**config.mk**
```make
export PLATFORM = sky130hd
export DESIGN_NAME = fault_bist_ctrl
export DESIGN_NICKNAME = d
export VERILOG_FILES = /design/src/rtl/fault_bist_ctrl.sv
export SDC_FILE = /design/constraint.sdc
export NUM_CORES = 1
export LEC_CHECK = 0
export ABC_CLOCK_PERIOD_IN_PS = 6000
export BUFFER_PORTS_ARGS = -buffer_cell sky130_fd_sc_hd__buf_2
export CORE_MARGIN = 4
export CORE_UTILIZATION = 50
export DETAILED_ROUTE_END_ITERATION = 8
export HOLD_SLACK_MARGIN = 0.1
export PLACE_DENSITY = 0.83
export SYNTH_ARGS = -nofsm -noshare
export SYNTH_HDL_FRONTEND = slang
export SYNTH_SLANG_ARGS = --single-unit
```
**constraint.sdc**
```tcl
create_clock -name clk -period 6 [get_ports clk]
set_clock_uncertainty 0.2 [all_clocks]
set_input_delay 0 -clock clk [delete_from_list [all_inputs] [get_ports clk]]
set_output_delay 0 -clock clk [all_outputs]
set_load 0.02 [all_outputs]
```
**src/rtl/fault_bist_ctrl.sv**
```systemverilog
// Exhaustive 4-bit stuck-at BIST controller: applies 16 patterns, compares
// good/faulty outputs, and records detection map, count, first hit and signature.
module fault_bist_ctrl (
   input  logic        clk,
   input  logic        rst,
   input  logic        start,
   input  logic        z_good,
   input  logic        z_fault,
   output logic [3:0]  pat,
   output logic        fault_en,
   output logic        busy,
   output logic        done,
   output logic [4:0]  detect_cnt,
   output logic [15:0] det_map,
   output logic [3:0]  first_det,
   output logic        first_valid,
   output logic [3:0]  sig
);

   typedef enum logic [1:0] {IDLE, APPLY, SAMPLE, DONE} state_t;

   state_t      state_q, state_d;
   logic [3:0]  pat_q, pat_d;
   logic [4:0]  cnt_q, cnt_d;
   logic [15:0] map_q, map_d;
   logic [3:0]  first_q, first_d;
   logic        fv_q, fv_d;
   logic [3:0]  sig_q, sig_d;
   logic        mis;

   assign mis = z_good ^ z_fault;

   always_ff @(posedge clk or posedge rst) begin
      if (rst) begin
         state_q <= IDLE;
         pat_q   <= '0;
         cnt_q   <= '0;
         map_q   <= '0;
         first_q <= '0;
         fv_q    <= 1'b0;
         sig_q   <= '0;
      end else begin
         state_q <= state_d;
         pat_q   <= pat_d;
         cnt_q   <= cnt_d;
         map_q   <= map_d;
         first_q <= first_d;
         fv_q    <= fv_d;
         sig_q   <= sig_d;
      end
   end

   always_comb begin
      state_d = state_q;
      pat_d   = pat_q;
      cnt_d   = cnt_q;
      map_d   = map_q;
      first_d = first_q;
      fv_d    = fv_q;
      sig_d   = sig_q;
      unique case (state_q)
         IDLE, DONE: begin
            if (start) begin
               state_d = APPLY;
               pat_d   = '0;
               cnt_d   = '0;
               map_d   = '0;
               first_d = '0;
               fv_d    = 1'b0;
               sig_d   = '0;
            end
         end
         APPLY: state_d = SAMPLE;
         SAMPLE: begin
            // Only the closing edge of SAMPLE looks at the circuit outputs
            if (mis) begin
               map_d[pat_q] = 1'b1;
               cnt_d        = cnt_q + 5'd1;
               if (!fv_q) begin
                  first_d = pat_q;
                  fv_d    = 1'b1;
               end
            end
            sig_d = {sig_q[2:0], sig_q[3] ^ sig_q[2] ^ z_fault};
            if (pat_q == 4'hF) begin
               state_d = DONE;
            end else begin
               pat_d   = pat_q + 4'd1;
               state_d = APPLY;
            end
         end
         default: state_d = IDLE;
      endcase
   end

   assign busy        = (state_q == APPLY) || (state_q == SAMPLE);
   assign fault_en    = busy;
   assign done        = (state_q == DONE);
   assign pat         = pat_q;
   assign detect_cnt  = cnt_q;
   assign det_map     = map_q;
   assign first_det   = first_q;
   assign first_valid = fv_q;
   assign sig         = sig_q;

endmodule

```
==> results by stage <==
Placement:
- The number of instances in the placed design is 253.
- The count of input and output buffers is 41.
- The HPWL after detailed placement is 2700 um.
- The placer congestion estimate is 0.860.

STA:
- Setup repair after global routing left no endpoint under its margin.
- The final-report max-slew violation count came to 0.
- The period utilization is 40.4%.
- The final number of hold-violating endpoints is 0.
- The tightest hold path in the finished design has a slack of 0.0962 ns.
- The setup TNS is 0 ns.
- For the pin with the worst max-slew slack, the measured transition is 0.887 ns.
- The worst max-slew margin expressed relative to the limit is 40.5%.
- The time the worst path needs with I/O delays and setup is 2.42 ns.
- Timing would allow up to 413 MHz.
- Setup violations remaining at the end of the flow were counted as 0.

Yosys:
- Of all flip-flops after synthesis, the portion carrying an async set or reset was 100%.
- The number of distinct library cell variants in the gate-level netlist after synthesis is 34.
- The synthesis warning total is 0.
- The number of enable flip-flop cells after synthesis is 0.
- Counting every instance in the synthesized netlist gives 175.
- The synthesized flop and latch total is 36.
- The cell area that synthesis handed to floorplanning was 1780 um2.
- By area the synthesized netlist is led by sky130_fd_sc_hd__dfrtp_1 51%, sky130_fd_sc_hd__ha_1 7.7%, sky130_fd_sc_hd__a31oi_1 6.3%.
- The share of Yosys cell area claimed by the top area cell type is 50.5%.
- sky130_fd_sc_hd__dfrtp_1 takes more of the synthesized area than any other cell.
- Synthesis produced a netlist with a net count of 191.
- The register area share after synthesis is 50.5%.
- In this run the mean area of a mapped cell was 10.2 um2.
- The most used flip-flop cell after synthesis is sky130_fd_sc_hd__dfrtp_1.

Clock tree:
- CTS saw 36 sinks.
- The cell at the root of the clock tree is sky130_fd_sc_hd__clkbuf_4.
- The clock tree from TritonCTS is yes.
- The number of levels the H-tree was split into is 2.
- The number of buffers created by CTS is 5.
- The clock tree buffer depth is 2.
- At the later pin of the worst-skew pair, clock insertion delay measures 0.33 ns.
- Post-CTS timing repair inserted 0 buffers for setup.
- Once the clock tree was built, the resizer swapped 0 gates to a different size.
- Clock-pin slew was measured on the worst setup and hold paths at 0.11 ns.
- The quantity of hold-fixing buffers added after cts is 4.

Floorplan:
- The x dimension of the die is 67.7 um.
- The number of top-level pins is 42.
- The floorplan step set the die height to 67.7 um.
- The die covers 4590 um2.
- The count of standard-cell rows is 21.
- The core region area is 3390 um2.
- The starting density of the core is 52.6%.

GRT:
- The via count of the first global-routing pass is 1,445.
- The largest net degree at the start of global routing is 37.
- The first global-routing pass estimated 6450 um of wire.
- Global routing used 18.7% of the available tracks.
- The initial antenna violation count came to 0.
- The aggregate global routing overflow is 0.

Worst setup path:
- STA puts the critical path data arrival time at 2.46 ns.
- STA classifies the critical path endpoint as a flop.
- For the worst setup path, the data required time is 6.03 ns.
- The worst setup path is of the reg -> reg kind.
- The largest fanout of any net on the critical path is 11.
- The worst setup path is launched from a flop.

Route:
- After detailed routing, the number of vias per cell comes to 5.46.
- The number of DRC markers after the initial detailed-route iteration is 95.
- The routed length per instance is 14.4 um.
- In the routed design, unresolved DRC markers number 0.
- The post-detailed-route count of antenna-violating nets is 0.
- For this block, the via count after detailed routing is 1,447.
- The wire length reported by the detailed router is 3810 um.
- The first-pass detailed-route iteration total is 5.

Power:
- The overall power of the completed layout is 870 uW.
- The analysis attributes to cell leakage a power of 1.08 nW.
- The largest voltage drop on the vdd net is 0.322 mV.
- Dividing total power by cell area gives a power density of 411 nW/um2.

Finish:
- The count of cells in the finished layout, fillers not included, comes to 265.
- The antenna cell count is 0.
- The area growth from synthesis to layout is 18.7%.
- The number of filler instances in the final layout is 283.
- Of the cells placed in the final design, the portion with a size suffix greater than 1 is 25.6%.
- The net count of the finished layout is 234.

Hold path:
- The class of the worst hold path is in -> async.

Run:
- The max capacitance violation total is 0.

Run status:
- The run finished with clean final reports.
-- state kept, by name, indices dropped and copies added (netlist names) --
signal / count
pat: 4
first_det: 4
state_q: 2
det_map: 16
first_valid: 1
detect_cnt: 5
sig: 4
-- stage by stage --
step	util [%]	cell area, um2	worst slack (ns)
finish	62.4	2120	3.58
detailed placement	58.9	2000	3.61
global route	62.4	2120	3.37
global placement	58.9	2000	3.72
floorplan	-	1780	4.02
CTS	62.4	2120	3.60
-- critical path, cell delays in order, from the launching register on --
cell	delay, ns
sky130_fd_sc_hd__dfrtp_1	0.44
sky130_fd_sc_hd__inv_1	0.08
sky130_fd_sc_hd__ha_1	0.39
sky130_fd_sc_hd__mux2i_1	0.65
sky130_fd_sc_hd__a21o_1	0.28
sky130_fd_sc_hd__o31ai_1	0.09
sky130_fd_sc_hd__a22o_1	0.18
-- per-layer routing --
metal / track usage (%) / part of all wire (%) / up-vias / wire, um
met4: 7.85 / 1.7 / 0 / 66
li1: - / - / 708 / -
met2: 30.1 / 48 / 36 / 1820
met5: 0 / 0 / - / 0
met1: 24.3 / 46 / 696 / 1750
met3: 3.83 / 4.7 / 7 / 180
-- cell type report --
class	instances	area (um2)	area share (%)
clock buffer	5	37.5	1.77
inverter	8	30.0	1.42
timing repair buffer	46	253	11.9
tap	46	57.6	2.72
multi-input combinational	121	795	37.6
sequential	36	901	42.6
clock inverter	3	42.5	2.01
-- worst paths after layout --
kind | start | to | slack [ns] | cells past startpoint
max in group asynchronous | rst | sig[3]$_DFFE_PP0P_ | 5.19 | 4
worst max-delay path | state_q[0]$_DFFE_PP0P_ | first_det[3]$_DFFE_PP0P_ | 3.58 | 6
worst min-delay path | rst | det_map[14]$_DFFE_PP0P_ | 0.1 | 4
worst max register to register | state_q[0]$_DFFE_PP0P_ | first_det[3]$_DFFE_PP0P_ | 3.58 | 6
worst min register to register | det_map[1]$_DFFE_PP0P_ | det_map[1]$_DFFE_PP0P_ | 0.30 | 2
min in group clk | start | state_q[1]$_DFFE_PP0P_ | 0.25 | 3
-- synthesized netlist by cell type, types with 3 or more instances --
master	number
sky130_fd_sc_hd__a21oi_1	11
sky130_fd_sc_hd__a31oi_1	18
sky130_fd_sc_hd__clkbuf_1	6
sky130_fd_sc_hd__dfrtp_1	36
sky130_fd_sc_hd__ha_1	11
sky130_fd_sc_hd__inv_1	7
sky130_fd_sc_hd__nand2_1	14
sky130_fd_sc_hd__nand3_1	8
sky130_fd_sc_hd__nand3b_1	3
sky130_fd_sc_hd__nor2_1	22
sky130_fd_sc_hd__o211ai_1	3
sky130_fd_sc_hd__o21ai_0	3
sky130_fd_sc_hd__o22ai_1	3
-- report_power, final --
part           leakage [nW]  switching [mW]  total (mW)  internal, mW
Sequential            0.495          0.0432       0.317         0.274
Combinational         0.539           0.264       0.385         0.121
Clock                0.0412          0.0810       0.168        0.0869
Total                  1.08           0.389       0.870         0.482
-- placed cells by master, fill, tap and decap left out, drive strengths merged --
| cell type | n |
|---|---|
| ha | 11 |
| a41oi | 2 |
| o22ai | 3 |
| mux2i | 1 |
| a31oi | 18 |
| nor2b | 2 |
| o211ai | 3 |
| a22o | 2 |
| a211o | 1 |
| nand2b | 2 |
| clkinvlp | 1 |
| a32o | 1 |
| clkbuf | 5 |
| inv | 8 |
| dlygate4sd3 | 4 |
| and2 | 1 |
| a21oi | 11 |
| buf | 42 |
| o31ai | 2 |
| o21ai | 3 |
| clkinv | 1 |
| xnor2 | 3 |
| nor2 | 22 |
| nor4 | 2 |
| nand3 | 8 |
| and3 | 1 |
| a211oi | 1 |
| nor3 | 2 |
| nand2 | 14 |
| nand3b | 3 |
| a21o | 2 |
| dfrtp | 36 |
| bufinv | 1 |
-- cells by family after synthesis --
family / synth area share [%]
flops: 50.5
buf+inv: 4.91
simple gates: 16.4
compound gates: 18.0
fa+ha+maj: 7.72
mux: 0.561
xor+xnor: 1.90
Note: power is estimated with default switching activity, not from simulation.
